===== src/rtl/sd_spi_arbiter_if.sv =====
// -----------------------------------------------------------------------------
// sd_spi_arbiter_if
//   Bundles every non-clock signal around sd_spi_arbiter: the two requester
//   ports and the link to the shared SD-card SPI byte engine.
//
//   slave  : the arbiter's view (requester + engine inputs in, grants/strobes out)
//   master : the surrounding system's view (requesters and engine wrapper)
//
//   Requester side : rq_req, rq_gnt, rq_cs, rq_send, rq_recv, rq_din0,
//                    rq_din1, rq_done, rq_dout, err
//   Engine side    : eng_send, eng_recv, eng_din, eng_dout, eng_ready, spi_cs
// -----------------------------------------------------------------------------
interface sd_spi_arbiter_if;
    logic [1:0] rq_req;
    logic [1:0] rq_gnt;
    logic [1:0] rq_cs;
    logic [1:0] rq_send;
    logic [1:0] rq_recv;
    logic [7:0] rq_din0;
    logic [7:0] rq_din1;
    logic [1:0] rq_done;
    logic [7:0] rq_dout;
    logic       err;
    logic       eng_send;
    logic       eng_recv;
    logic [7:0] eng_din;
    logic [7:0] eng_dout;
    logic       eng_ready;
    logic       spi_cs;

    modport slave (
        input  rq_req, rq_cs, rq_send, rq_recv, rq_din0, rq_din1,
        input  eng_dout, eng_ready,
        output rq_gnt, rq_done, rq_dout, err,
        output eng_send, eng_recv, eng_din, spi_cs
    );

    modport master (
        output rq_req, rq_cs, rq_send, rq_recv, rq_din0, rq_din1,
        output eng_dout, eng_ready,
        input  rq_gnt, rq_done, rq_dout, err,
        input  eng_send, eng_recv, eng_din, spi_cs
    );
endinterface


===== src/rtl/sd_spi_arbiter.sv =====
// -----------------------------------------------------------------------------
// sd_spi_arbiter
//   Shares one SD-card SPI byte engine between two requesters. Grants the
//   engine to one owner at a time (round-robin on ties), drives the card
//   chip-select, sequences each byte through the engine's strobe/ready
//   handshake and watchdogs a stuck engine ready.
//
//   Parameters
//     TIMEOUT : cycles BUSY waits for eng_ready before giving up (3..255)
//   Ports
//     clk     : engine clock, all logic on the rising edge
//     rst_n   : synchronous active-low reset
//     bus     : sd_spi_arbiter_if.slave (requester and engine signals)
// -----------------------------------------------------------------------------
module sd_spi_arbiter #(
    parameter int unsigned TIMEOUT = 255
) (
    input  logic            clk,
    input  logic            rst_n,
    sd_spi_arbiter_if.slave bus
);
    typedef enum logic [2:0] {
        IDLE, GRANTED, GUARD1, GUARD2, BUSY, RELEASE
    } state_e;

    // BUSY gives up on the TIMEOUT-th cycle it has spent waiting for ready.
    localparam logic [7:0] TIMEOUT_LAST = 8'(TIMEOUT - 1);

    state_e     state_q, state_d;
    logic       last_owner_q, last_owner_d;   // doubles as the current owner
    logic [7:0] cnt_q, cnt_d;
    logic       is_recv_q, is_recv_d;
    logic [1:0] gnt_q, gnt_d;
    logic [1:0] done_q, done_d;
    logic [7:0] dout_q, dout_d;
    logic       err_q, err_d;
    logic       send_q, send_d;
    logic       recv_q, recv_d;
    logic [7:0] din_q, din_d;
    logic       cs_q, cs_d;

    logic       own_req, own_cs, own_send, own_recv;
    logic [7:0] own_din;
    logic [1:0] own_mask;
    logic       new_owner;

    // Only the current owner's signals are ever looked at; the other
    // requester's strobes fall on the floor.
    always_comb begin
        own_req  = bus.rq_req[last_owner_q];
        own_cs   = bus.rq_cs[last_owner_q];
        own_send = bus.rq_send[last_owner_q];
        own_recv = bus.rq_recv[last_owner_q];
        own_din  = last_owner_q ? bus.rq_din1 : bus.rq_din0;
        own_mask = last_owner_q ? 2'b10 : 2'b01;
    end

    always_comb begin
        // NOTE: every variable gets a default first so no path leaves it
        // unassigned, which would otherwise infer a latch.
        state_d      = state_q;
        last_owner_d = last_owner_q;
        cnt_d        = cnt_q;
        is_recv_d    = is_recv_q;
        gnt_d        = gnt_q;
        done_d       = 2'b00;
        dout_d       = dout_q;
        err_d        = err_q;
        send_d       = 1'b0;
        recv_d       = 1'b0;
        din_d        = din_q;
        cs_d         = cs_q;
        new_owner    = last_owner_q;

        unique case (state_q)
            IDLE: begin
                if (bus.rq_req != 2'b00) begin
                    // Tie goes to whoever did not own the bus last.
                    new_owner    = (bus.rq_req == 2'b11) ? ~last_owner_q : bus.rq_req[1];
                    last_owner_d = new_owner;
                    gnt_d        = new_owner ? 2'b10 : 2'b01;
                    state_d      = GRANTED;
                end
            end

            GRANTED: begin
                cs_d = ~own_cs;
                if ((own_send || own_recv) && bus.eng_ready) begin
                    // Send wins over a simultaneous receive.
                    send_d    = own_send;
                    recv_d    = ~own_send;
                    is_recv_d = ~own_send;
                    din_d     = own_send ? own_din : 8'hFF;
                    state_d   = GUARD1;
                end else if (!own_req) begin
                    cs_d    = 1'b1;
                    gnt_d   = 2'b00;
                    din_d   = 8'hFF;
                    state_d = RELEASE;
                end
            end

            // The engine needs a couple of cycles to drop ready after a
            // strobe, so ready is not trusted until BUSY.
            GUARD1: begin
                cnt_d   = 8'd0;
                state_d = GUARD2;
            end

            GUARD2: begin
                cnt_d   = 8'd0;
                state_d = BUSY;
            end

            BUSY: begin
                if (bus.eng_ready) begin
                    if (is_recv_q) begin
                        dout_d = bus.eng_dout;
                    end
                    done_d  = own_mask;
                    state_d = GRANTED;
                end else if (cnt_q == TIMEOUT_LAST) begin
                    err_d   = 1'b1;
                    dout_d  = 8'hFF;
                    done_d  = own_mask;
                    state_d = GRANTED;
                end else begin
                    cnt_d = cnt_q + 8'd1;
                end
            end

            RELEASE: begin
                state_d = IDLE;
            end

            default: begin
                state_d = IDLE;
            end
        endcase
    end

    always_ff @(posedge clk) begin
        // NOTE: sequential state uses non-blocking assignments so every
        // register samples the pre-edge values, independent of statement order.
        if (!rst_n) begin
            state_q      <= IDLE;
            last_owner_q <= 1'b1;
            cnt_q        <= 8'd0;
            is_recv_q    <= 1'b0;
            gnt_q        <= 2'b00;
            done_q       <= 2'b00;
            dout_q       <= 8'hFF;
            err_q        <= 1'b0;
            send_q       <= 1'b0;
            recv_q       <= 1'b0;
            din_q        <= 8'hFF;
            cs_q         <= 1'b1;
        end else begin
            state_q      <= state_d;
            last_owner_q <= last_owner_d;
            cnt_q        <= cnt_d;
            is_recv_q    <= is_recv_d;
            gnt_q        <= gnt_d;
            done_q       <= done_d;
            dout_q       <= dout_d;
            err_q        <= err_d;
            send_q       <= send_d;
            recv_q       <= recv_d;
            din_q        <= din_d;
            cs_q         <= cs_d;
        end
    end

    assign bus.rq_gnt   = gnt_q;
    assign bus.rq_done  = done_q;
    assign bus.rq_dout  = dout_q;
    assign bus.err      = err_q;
    assign bus.eng_send = send_q;
    assign bus.eng_recv = recv_q;
    assign bus.eng_din  = din_q;
    assign bus.spi_cs   = cs_q;
endmodule


===== src/flat_wrapper.sv =====
// flat-port wrapper written by rule: the top's interface ports become plain ports
module sd_spi_arbiter_flat 
#(
    parameter int unsigned TIMEOUT = 255
)
  (clk, rst_n, bus_rq_req, bus_rq_cs, bus_rq_send, bus_rq_recv, bus_rq_din0, bus_rq_din1, bus_eng_dout, bus_eng_ready, bus_rq_gnt, bus_rq_done, bus_rq_dout, bus_err, bus_eng_send, bus_eng_recv, bus_eng_din, bus_spi_cs);
  sd_spi_arbiter_if bus_i ();
  input  logic clk;
  input  logic rst_n;
  input wire logic [$bits(bus_i.rq_req)-1:0] bus_rq_req;
  input wire logic [$bits(bus_i.rq_cs)-1:0] bus_rq_cs;
  input wire logic [$bits(bus_i.rq_send)-1:0] bus_rq_send;
  input wire logic [$bits(bus_i.rq_recv)-1:0] bus_rq_recv;
  input wire logic [$bits(bus_i.rq_din0)-1:0] bus_rq_din0;
  input wire logic [$bits(bus_i.rq_din1)-1:0] bus_rq_din1;
  input wire logic [$bits(bus_i.eng_dout)-1:0] bus_eng_dout;
  input wire logic [$bits(bus_i.eng_ready)-1:0] bus_eng_ready;
  output wire logic [$bits(bus_i.rq_gnt)-1:0] bus_rq_gnt;
  output wire logic [$bits(bus_i.rq_done)-1:0] bus_rq_done;
  output wire logic [$bits(bus_i.rq_dout)-1:0] bus_rq_dout;
  output wire logic [$bits(bus_i.err)-1:0] bus_err;
  output wire logic [$bits(bus_i.eng_send)-1:0] bus_eng_send;
  output wire logic [$bits(bus_i.eng_recv)-1:0] bus_eng_recv;
  output wire logic [$bits(bus_i.eng_din)-1:0] bus_eng_din;
  output wire logic [$bits(bus_i.spi_cs)-1:0] bus_spi_cs;
  assign bus_i.rq_req = bus_rq_req;
  assign bus_i.rq_cs = bus_rq_cs;
  assign bus_i.rq_send = bus_rq_send;
  assign bus_i.rq_recv = bus_rq_recv;
  assign bus_i.rq_din0 = bus_rq_din0;
  assign bus_i.rq_din1 = bus_rq_din1;
  assign bus_i.eng_dout = bus_eng_dout;
  assign bus_i.eng_ready = bus_eng_ready;
  assign bus_rq_gnt = bus_i.rq_gnt;
  assign bus_rq_done = bus_i.rq_done;
  assign bus_rq_dout = bus_i.rq_dout;
  assign bus_err = bus_i.err;
  assign bus_eng_send = bus_i.eng_send;
  assign bus_eng_recv = bus_i.eng_recv;
  assign bus_eng_din = bus_i.eng_din;
  assign bus_spi_cs = bus_i.spi_cs;
  sd_spi_arbiter #(.TIMEOUT(TIMEOUT)) u_core (.clk(clk), .rst_n(rst_n), .bus(bus_i));
endmodule

===== config.mk =====
export PLATFORM = sky130hd
export DESIGN_NAME = sd_spi_arbiter_flat
export DESIGN_NICKNAME = d
export VERILOG_FILES = /design/src/rtl/sd_spi_arbiter_if.sv /design/src/rtl/sd_spi_arbiter.sv /design/src/flat_wrapper.sv
export SDC_FILE = /design/constraint.sdc
export NUM_CORES = 1
export LEC_CHECK = 0
export BUFFER_PORTS_ARGS = -buffer_cell sky130_fd_sc_hd__buf_2
export CAP_MARGIN = 20
export CORE_MARGIN = 2
export CORE_UTILIZATION = 35
export DETAILED_ROUTE_END_ITERATION = 12
export GPL_ROUTABILITY_DRIVEN = 0
export GPL_TIMING_DRIVEN = 1
export PLACE_DENSITY_LB_ADDON = 0.1
export SLEW_MARGIN = 20
export SYNTH_ARGS = -nofsm -noshare
export SYNTH_HDL_FRONTEND = slang
export SYNTH_SLANG_ARGS = --single-unit
export TNS_END_PERCENT = 10

===== constraint.sdc =====
create_clock -name clk -period 2.31 [get_ports clk]
set_input_delay 0.462 -clock clk [delete_from_list [all_inputs] [get_ports clk]]
set_output_delay 0.462 -clock clk [all_outputs]
set_load 0.03 [all_outputs]

==> impl_metrics.toml <==
[run_status]
status = "complete, no violations"

[placement]
placedInstanceArea_sq_mm = 0.00198
port_buffers = 58
detailed_place_hpwl_mm = 2.84
place_ws_ns = 0.368
post-place-cells = 272

[cells_and_area]
layout_common_cells = "buf_2 (58), dfxtp_1 (37), nand2_1 (14), mux2i_1 (12), nor2_1 (11)"
fillers = 443
final_common_cell = "buf_2"
finalInstanceArea_sq_mm = 0.00209
final_util = 0.471
layout-drive-gt1-share = 0.325
antenna_cells = 0
syn_to_final_growth_pct = 27.0
layout.nets = 264
stdcell_count = 280

[sta]
final.period_utilization = 0.790
relSlewSlack = 0.591
worstMarginPinSlew_ns = 0.609
setup_slack_ns = 0.486
period_needed_ns = 1.82
tns_ns = 0
hold_ws_ns = 0.402
grt_setup_unrepaired = "false"
finalSetupViolations = 0
max_clock_freq_mhz = 548
finalHoldViolations = 0
slew_viol_final = 0
skew_ns = 0.00352

[cts]
ctsResizeCount = 0
cts_setup_buffers = 0
path_clk_slew_ns = 0.07
postCtsHoldBufs = 0
cts_tree = "done"
cts_buffers = 5
clock_sinks = 37
clockRootBuffer = "clkbuf_8"
h-tree-depth = 2
clk_path_buf_depth = 2
clk_latency_ns = 0.28

[synthesis]
synth_compound_area_frac = 0.211
ys_seq_area_frac = 0.450
synth_top_area_frac = 0.450
synthFlopType = "dfxtp_1"
syn-num-nets = 204
synth_mux_area_frac = 0.0797
synth_edf_count = 0
ys_ff_latch = 37
synth_xor_xnor_area_share = 0.0159
synthArstFlopShare = 0
synth.area.top_cells = "dfxtp_1 (45%), mux2i_1 (7.3%), a2bb2oi_1 (4.3%), o22a_1 (4.3%), nand2_1 (3.2%)"
syn_avg_cell_area_sq_um = 9.87
yosys.area_share.simple = 0.196
synth_top_cell_by_area = "dfxtp_1"
synth_area_sq_mm = 0.00165
synth_top_family_by_area = "compound AO/OA/AOI/OAI gates"
synthCells = 167
ys_warn_count = 0
synthAdderAreaFrac = 0.0152
synthDistinctLibCells = 45

[drt]
routed.top_layer = "met4"
ant_nets = 0
dr.pass1.iters = 4
totalWireLength_mm = 3.69
drt_iter0_drc = 129
wirelength_met1_mm = 1.67
viasPerCell = 5.18
drc = 0
num_vias = 1451
post_drt_wl_per_cell_microns = 13.2
dr_wl_met3_microns = 204
met2_length_mm = 1.78

[global_route]
grt_pass1_vias = 1437
grt_max_degree = 20
grt_pass1_wl_mm = 6.36
overflow = 0
grt_use_total = 0.153
antenna_found_initial = 0

[setup_path]
arrival_ns = 2.03
critPathRequiredTime_ns = 2.52
worst_setup_path_end_kind = "flop"
critPathKind = "reg2reg"
crit_fanout = 10
critPathLaunchType = "flop"

[floorplan]
die_w_microns = 72.6
io_pins = 59
core_area_sq_mm = 0.00444
die_h_microns = 72.6
row_count = 24
die_area_sq_mm = 0.00527
start_util = 0.371

[power_and_ir_drop]
vdd_drop_max_mv = 0.334
power.leakage_nw = 0.903
pwr_density_cell_mw_per_mm2 = 716
p_total_mw = 1.50

[run]
cap_violations = 0

[worst_hold_path]
hold_path_class = "in2reg"
final timing paths:
check | start | to | slack [ns] | cells past startpoint
min reg2reg | u_core.bus.rq_dout[4]$_SDFFE_PN1P_ | u_core.bus.rq_dout[4]$_SDFFE_PN1P_ | 0.46 | 1
min | bus_eng_dout[4] | u_core.bus.rq_dout[4]$_SDFFE_PN1P_ | 0.40 | 2
max reg2reg | u_core.cnt_q[0]$_SDFFE_PN0P_ | u_core.cnt_q[5]$_SDFFE_PN0P_ | 0.49 | 6
max | u_core.cnt_q[0]$_SDFFE_PN0P_ | u_core.cnt_q[5]$_SDFFE_PN0P_ | 0.49 | 6
cell type report:
cell class	count	area [sq um]	share of cell area
clock buffer	7	86.3	0.0413
clock inverter	1	30.0	0.0144
inverter	3	11.3	0.00538
multi-input combinational	120	853	0.408
sequential	37	741	0.354
tap	52	65.1	0.0311
timing repair buffer	60	305	0.146
cell usage after synthesis (all sizes together) (3+ instances only):
| library cell | count |
|---|---|
| a21oi | 5 |
| a2bb2oi | 8 |
| and2 | 4 |
| and3 | 3 |
| buf | 3 |
| clkbuf | 4 |
| dfxtp | 37 |
| inv | 3 |
| mux2i | 12 |
| nand2 | 14 |
| nand3 | 4 |
| nor2 | 11 |
| nor2b | 3 |
| nor3 | 5 |
| o211ai | 3 |
| o21ai | 7 |
| o22a | 8 |
| xor2 | 3 |
sequential cells by signal, summed over array words and instances, names as in the netlist, 2 cells and up:
register            flops
u_core.bus.rq_gnt       2
u_core.bus.eng_din      8
u_core.cnt_q            8
u_core.state_q          3
u_core.bus.rq_done      2
u_core.bus.rq_dout      8
metal layers:
metal,vias up,global-route usage
li1,742,-
met1,673,0.196
met4,0,0.0494
met5,-,0
met2,32,0.244
met3,4,0.0470
power by group:
part           internal, mW  total (mW)  switching, mW
combinational         0.109       0.243          0.134
clock                 0.352       0.567          0.215
sequential            0.663       0.687         0.0237
total                  1.12        1.50          0.373
critical path, stage by stage (launching register included):
cell and delay [ns]:
dfxtp_1 0.40, inv_1 0.08, ha_1 0.23, nand3_1 0.22, o21ai_2 0.17, or4_1 0.50, a21oi_1 0.16
kinds of logic after synthesis:
| group | after synthesis |
|---|---|
| simple gates | 57 |
| compound gates | 45 |
| flops | 37 |
| mux | 13 |
| buf+inv | 10 |
| xor+xnor | 3 |
| fa+ha+maj | 2 |
(Power assumes the default switching activity.)
